File: src/rtl/sli_video_source.sv
// sli_video_source: internal RGB test-pattern transmitter with hsync/vsync/blank.
// Produces the same timing stream the SLI pixel pipeline expects from the HDMI
// input. Also reports frame-start and a count of completed frames.
module sli_video_source #(
    parameter int H_ACTIVE = 1280,
    parameter int H_FP     = 110,
    parameter int H_SYNC   = 40,
    parameter int H_BP     = 220,
    parameter int V_ACTIVE = 720,
    parameter int V_FP     = 5,
    parameter int V_SYNC   = 5,
    parameter int V_BP     = 20
) (
    input  logic       clk,
    input  logic       rstn,
    input  logic       en,
    input  logic [1:0] pat_sel,
    input  logic [7:0] level,
    output logic [7:0] out_red,
    output logic [7:0] out_green,
    output logic [7:0] out_blue,
    output logic       out_hsync,
    output logic       out_vsync,
    output logic       out_blank,
    output logic       frame_start,
    output logic [7:0] frame_cnt
);

    localparam int H_TOT = H_ACTIVE + H_FP + H_SYNC + H_BP;
    localparam int V_TOT = V_ACTIVE + V_FP + V_SYNC + V_BP;
    localparam int HW    = $clog2(H_TOT);
    localparam int VW    = $clog2(V_TOT);
    localparam int BAR_W = H_ACTIVE / 8;
    localparam int BW    = (BAR_W > 1) ? $clog2(BAR_W) : 1;

    localparam logic [HW-1:0] H_LAST   = HW'(H_TOT - 1);
    localparam logic [HW-1:0] H_ACT_C  = HW'(H_ACTIVE);
    localparam logic [HW-1:0] HS_START = HW'(H_ACTIVE + H_FP);
    localparam logic [HW-1:0] HS_END   = HW'(H_ACTIVE + H_FP + H_SYNC);
    localparam logic [VW-1:0] V_LAST   = VW'(V_TOT - 1);
    localparam logic [VW-1:0] V_ACT_C  = VW'(V_ACTIVE);
    localparam logic [VW-1:0] VS_START = VW'(V_ACTIVE + V_FP);
    localparam logic [VW-1:0] VS_END   = VW'(V_ACTIVE + V_FP + V_SYNC);
    localparam logic [BW-1:0] BAR_LAST = BW'(BAR_W - 1);

    typedef enum logic {
        IDLE = 1'b0,
        RUN  = 1'b1
    } state_t;

    state_t        state_q, state_d;
    logic [HW-1:0] h_q, h_d;
    logic [VW-1:0] v_q, v_d;
    logic [BW-1:0] bar_cnt_q, bar_cnt_d;
    logic [2:0]    bar_idx_q, bar_idx_d;
    logic [1:0]    pat_q, pat_d;
    logic [7:0]    lvl_q, lvl_d;

    logic [7:0]    red_q, red_d;
    logic [7:0]    green_q, green_d;
    logic [7:0]    blue_q, blue_d;
    logic          hsync_q, hsync_d;
    logic          vsync_q, vsync_d;
    logic          blank_q, blank_d;
    logic          fstart_q, fstart_d;
    logic [7:0]    fcnt_q, fcnt_d;

    logic          h_last;
    logic          v_last;
    logic          frame_end;
    logic          active;
    logic [15:0]   x16;
    logic [15:0]   y16;
    logic [23:0]   pix;

    assign h_last    = (h_q == H_LAST);
    assign v_last    = (v_q == V_LAST);
    assign frame_end = h_last && v_last;
    assign active    = (h_q < H_ACT_C) && (v_q < V_ACT_C);
    assign x16       = 16'(h_q);
    assign y16       = 16'(v_q);

    // Run/idle control, raster counters, bar tracking and frame-boundary latching of pattern settings.
    always_comb begin
        state_d   = state_q;
        h_d       = h_q;
        v_d       = v_q;
        bar_cnt_d = bar_cnt_q;
        bar_idx_d = bar_idx_q;
        pat_d     = pat_q;
        lvl_d     = lvl_q;
        case (state_q)
            IDLE: begin
                h_d       = '0;
                v_d       = '0;
                bar_cnt_d = '0;
                bar_idx_d = '0;
                if (en) begin
                    state_d = RUN;
                    pat_d   = pat_sel;
                    lvl_d   = level;
                end
            end
            RUN: begin
                if (h_last) begin
                    h_d       = '0;
                    bar_cnt_d = '0;
                    bar_idx_d = '0;
                    v_d       = v_last ? '0 : v_q + VW'(1);
                end else begin
                    h_d = h_q + HW'(1);
                    if (bar_cnt_q == BAR_LAST) begin
                        bar_cnt_d = '0;
                        bar_idx_d = bar_idx_q + 3'd1;
                    end else begin
                        bar_cnt_d = bar_cnt_q + BW'(1);
                    end
                end
                if (frame_end) begin
                    if (en) begin
                        pat_d = pat_sel;
                        lvl_d = level;
                    end else begin
                        state_d = IDLE;
                    end
                end
            end
            default: state_d = IDLE;
        endcase
    end

    // Pixel colour for the current raster position under the latched pattern.
    always_comb begin
        pix = 24'h000000;
        case (pat_q)
            2'd0: pix = {lvl_q, lvl_q, lvl_q};
            2'd1: pix = {x16[7:0], x16[7:0], x16[7:0]};
            2'd2: begin
                case (bar_idx_q)
                    3'd0: pix = 24'hFFFFFF;
                    3'd1: pix = 24'hFFFF00;
                    3'd2: pix = 24'h00FFFF;
                    3'd3: pix = 24'h00FF00;
                    3'd4: pix = 24'hFF00FF;
                    3'd5: pix = 24'hFF0000;
                    3'd6: pix = 24'h0000FF;
                    default: pix = 24'h000000;
                endcase
            end
            default: pix = (x16[5] ^ y16[5]) ? {lvl_q, lvl_q, lvl_q} : 24'h000000;
        endcase
    end

    // Output stage: one clock behind the counters; idle shows the reset-state stream.
    always_comb begin
        red_d    = 8'h00;
        green_d  = 8'h00;
        blue_d   = 8'h00;
        hsync_d  = 1'b0;
        vsync_d  = 1'b0;
        blank_d  = 1'b1;
        fstart_d = 1'b0;
        fcnt_d   = fcnt_q;
        if (state_q == RUN) begin
            if (active) begin
                red_d   = pix[23:16];
                green_d = pix[15:8];
                blue_d  = pix[7:0];
            end
            hsync_d  = (h_q >= HS_START) && (h_q < HS_END);
            vsync_d  = (v_q >= VS_START) && (v_q < VS_END);
            blank_d  = !active;
            fstart_d = (h_q == '0) && (v_q == '0);
            if (frame_end) begin
                fcnt_d = fcnt_q + 8'd1;
            end
        end
    end

    // State and output registers; reset clears everything immediately.
    always_ff @(posedge clk or negedge rstn) begin
        if (!rstn) begin
            state_q   <= IDLE;
            h_q       <= '0;
            v_q       <= '0;
            bar_cnt_q <= '0;
            bar_idx_q <= '0;
            pat_q     <= '0;
            lvl_q     <= '0;
            red_q     <= '0;
            green_q   <= '0;
            blue_q    <= '0;
            hsync_q   <= 1'b0;
            vsync_q   <= 1'b0;
            blank_q   <= 1'b1;
            fstart_q  <= 1'b0;
            fcnt_q    <= '0;
        end else begin
            state_q   <= state_d;
            h_q       <= h_d;
            v_q       <= v_d;
            bar_cnt_q <= bar_cnt_d;
            bar_idx_q <= bar_idx_d;
            pat_q     <= pat_d;
            lvl_q     <= lvl_d;
            red_q     <= red_d;
            green_q   <= green_d;
            blue_q    <= blue_d;
            hsync_q   <= hsync_d;
            vsync_q   <= vsync_d;
            blank_q   <= blank_d;
            fstart_q  <= fstart_d;
            fcnt_q    <= fcnt_d;
        end
    end

    assign out_red     = red_q;
    assign out_green   = green_q;
    assign out_blue    = blue_q;
    assign out_hsync   = hsync_q;
    assign out_vsync   = vsync_q;
    assign out_blank   = blank_q;
    assign frame_start = fstart_q;
    assign frame_cnt   = fcnt_q;

endmodule

File: config.mk
export PLATFORM = sky130hd
export DESIGN_NAME = sli_video_source
export DESIGN_NICKNAME = d
export VERILOG_FILES = /design/src/rtl/sli_video_source.sv
export SDC_FILE = /design/constraint.sdc
export NUM_CORES = 1
export LEC_CHECK = 0
export ABC_AREA = 0
export CAP_MARGIN = 20
export CELL_PAD_IN_SITES_DETAIL_PLACEMENT = 0
export CELL_PAD_IN_SITES_GLOBAL_PLACEMENT = 1
export CORE_MARGIN = 2
export CORE_UTILIZATION = 45
export DETAILED_ROUTE_END_ITERATION = 12
export DONT_BUFFER_PORTS = 1
export PLACE_DENSITY = 0.83
export SYNTH_ARGS = -nofsm -noshare
export SYNTH_HDL_FRONTEND = slang
export SYNTH_SLANG_ARGS = --single-unit
File: constraint.sdc
create_clock -name clk -period 2.1 [get_ports clk]
set_input_delay 0.525 -clock clk [delete_from_list [all_inputs] [get_ports clk]]
set_output_delay 0.525 -clock clk [all_outputs]
set_load 0.005 [all_outputs]
==> flow_summary.toml <==
[route]
wl_um = 8200
wl_met1_um = 3620
routed-wl-met3_um = 361
first_pass_iters = 4
drc = 0
dr_wl_met2_um = 4040
vias_per_cell = 5.57
ant_nets = 0
wl_per_cell_um = 16.8
dr.max_layer_used = "met4"
first_iter_violations = 158
route.vias.total = 2711

[power]
p_sw_uw = 618
leakagePower_uw = 0.00208
peakVddDrop_mv = 0.341
power_uw = 2710
power.share.clock_pct = 43.9
p_int_uw = 2090
p_sw_share_pct = 22.8
combPwrFrac_pct = 0
pwr-share-seq_pct = 56.0
power_density_nw_per_um2 = 618

[clock_network]
cts_buffers = 9
cts.sinks = 79
htree_levels = 3
clk_latency_ns = 0.36
clockBufferDepth = 2
cts.clk_slew.worst_paths_ns = 0.09
cts_tree = "yes"
cts-root-buf = "clkbuf_8"

[critical_path]
cp_slowest_stage_delay_ns = 0.39
end_kind = "flip-flop"
cp_slowest_cell = "dfrtp_1"
crit_arrival_ns = 2.28
cp.required_ns = 2.35
cp_max_fo = 5
critPathKind = "flip-flop to flip-flop"
cp_cell_sequence = "inv_2 > ha_4 > nand4_1 > or2_4 > o41ai_4 > buf_6 > nand2_4 > mux2_4"
crit_buf_inv = 2
crit_family = "simple AND/OR/NAND/NOR gates"
worst_setup_path_start_kind = "flip-flop"

[timing]
worst_pin_slew_ns = 0.641
finalCriticalPeriod_ns = 2.03
timing.final.hold_violations = 78
hold_ws_ns = -0.152
min_period_over_period_pct = 96.5
slew_headroom_pct = 57.2
rsz0062_at_grt = "false"
slew_violations = 0
fin_worst_skew_ns = 0.0128
timing.fmax_mhz = 493
tns_ns = 0
setup_viol = 0

[layout]
drive_above_1_share_pct = 18.6
nFillCells = 731
synthToLayoutAreaGrowth_pct = 14.5
final_cell_mix = "dfrtp_1 (78), nor2_1 (31), buf_4 (29), a211oi_1 (27), a21oi_1 (19)"
seqCellArea_sq_um = 1980
final_nets = 404
antenna_cells = 0
final_cells = 487
design_area_sq_um = 4390
multi_input_area_sq_um = 1790
final_common_cell = "dfrtp_1"

[outcome]
status = "finished, violations left"
violations = "hold timing"

[die]
dieArea_sq_um = 9270
die_y_um = 96.3
num_rows = 33
fp.coreArea_sq_um = 8220
dieWidth_um = 96.3
io_pins = 49
initial_core_util_pct = 46.6

[global_routing]
grt_pass1_wl_um = 13100
antenna_found_initial = 0
grt_remaining_overflow = 0
grt_pass1_vias = 2641
grtUsageTotal_pct = 18.7
grt_max_degree = 80

[yosys]
synth_top_cell_area_share_pct = 50.9
syn_area_per_cell_sq_um = 11.0
yosysTopAreaCell = "dfrtp_1"
synth_cells = 349
synth_cell_types = 50
synth_area_leaders = "dfrtp_1 (51%), a211oi_1 (5.3%), ha_1 (4.6%)"
synth_fp_nets = 376
ys_seq_area_share_pct = 51.6
ys_ff_latch = 79
synthesis.area_sq_um = 3830
yosysWarnings = 0

[place]
hpwl_um = 5660
place.gp.congestion = 0.852
port_buffers = 0
place_area_sq_um = 4100
placed_cells = 466

[job]
drv_cap = 0

[min_path]
hold_class = "primary input to asynchronous set/reset pin"
what timing repair did:
| item | in CTS | in global routing |
|---|---|---|
| gates cloned | 0 | 1 |
| setup buffers | 0 | 3 |
| resized for setup | 1 | 7 |
| endpoints found under the setup margin | 1 | 10 |
| hold endpoints to repair | 79 | 79 |
| pin swaps | 0 | 5 |
through the flow:
step	util (%)	hold slack, ns	setup WS [ns]
2_1_floorplan	-	0.229	0.0724
3_3_place_gp	49.9	0.234	0.00786
3_5_place_dp	49.9	0.233	0.00512
4_1_cts	52.6	-0.167	0.0108
5_1_grt	53.4	-0.170	0.0157
6_report	53.4	-0.152	0.0729
layer usage:
layer | vias to the layer above | global-route usage [%]
met5 | - | 0
met4 | 0 | 9.17
met3 | 16 | 4.46
met2 | 59 | 29.2
met1 | 1331 | 24.2
li1 | 1305 | -
worst register-to-register path, cell delays in order, from the launching register on:
cell,delay [ns]
dfrtp_1,0.39
inv_2,0.10
ha_4,0.14
nand4_1,0.10
or2_4,0.29
o41ai_4,0.33
buf_6,0.18
nand2_4,0.09
mux2_4,0.30
state kept, by name (all words and copies together) (netlist names), 2 cells and up:
signal and flops:
h_q 11, v_q 10, bar_cnt_q 8, frame_cnt 8
lvl_q 8, out_blue 8, out_green 8, out_red 8
bar_idx_q 3, pat_q 2
kinds of logic after synthesis:
group	share of synthesized area, %
multiplexers	4.73
AND/OR/NAND/NOR	16.4
flip-flops	51.6
XOR/XNOR	5.71
buffers and inverters	2.74
adder cells (fa/ha/maj)	4.57
AO/OA/AOI/OAI	14.3
power groups by stage:
| stage | Combinational [uW] | Clock [uW] | Sequential [uW] |
|---|---|---|---|
| floorplan | 0.874 | 0 | 1550 |
| global placement | 0.874 | 0 | 1550 |
| detailed placement | 0.874 | 0 | 1550 |
| CTS | 0.874 | 1220 | 1520 |
| global route | 0.753 | 1280 | 1520 |
| finish | 0.753 | 1190 | 1520 |
worst paths after layout:
check	slack, ns	start	depth (start not counted)	end
hold / removal	-0.15	rstn	0	frame_cnt[2]
max in group asynchronous	2.05	rstn	0	out_blank
setup reg to reg	0.07	v_q[1]	8	pat_q[1]
hold reg to reg	0.49	bar_cnt_q[0]	1	bar_cnt_q[0]
min in group clk	0.27	en	1	state_q
setup / recovery	0.07	v_q[1]	8	pat_q[1]
cells in the mapped netlist, drive strengths merged:
master / count
nand2: 15
and3: 8
nand4b: 1
nor3: 8
a211oi: 27
dfrtp: 78
clkbuf: 9
mux2: 11
ha: 14
xnor2: 13
o21ai: 13
o21bai: 1
nor2: 31
or2: 2
and4: 2
nor3b: 2
a21o: 1
a31oi: 1
o21a: 9
nor4: 2
nor4b: 1
xor2: 12
o31ai: 2
o211ai: 1
inv: 11
nand3b: 1
nand4: 10
o311a: 1
nand3: 17
o211a: 1
or4: 1
dfstp: 1
nor2b: 3
and2: 2
o41ai: 3
buf: 6
or4b: 1
mux2i: 2
nand2b: 5
a21oi: 19
and3b: 1
layout make-up:
class | instances | area share (%)
clock inverters | 7 | 1.94
well taps | 105 | 2.99
flip-flops and latches | 79 | 45.1
clock buffers | 9 | 2.82
multi-input cells | 245 | 40.8
inverters | 11 | 0.941
repair buffers | 31 | 5.39
No activity file was read; power rests on OpenSTA's default activity.
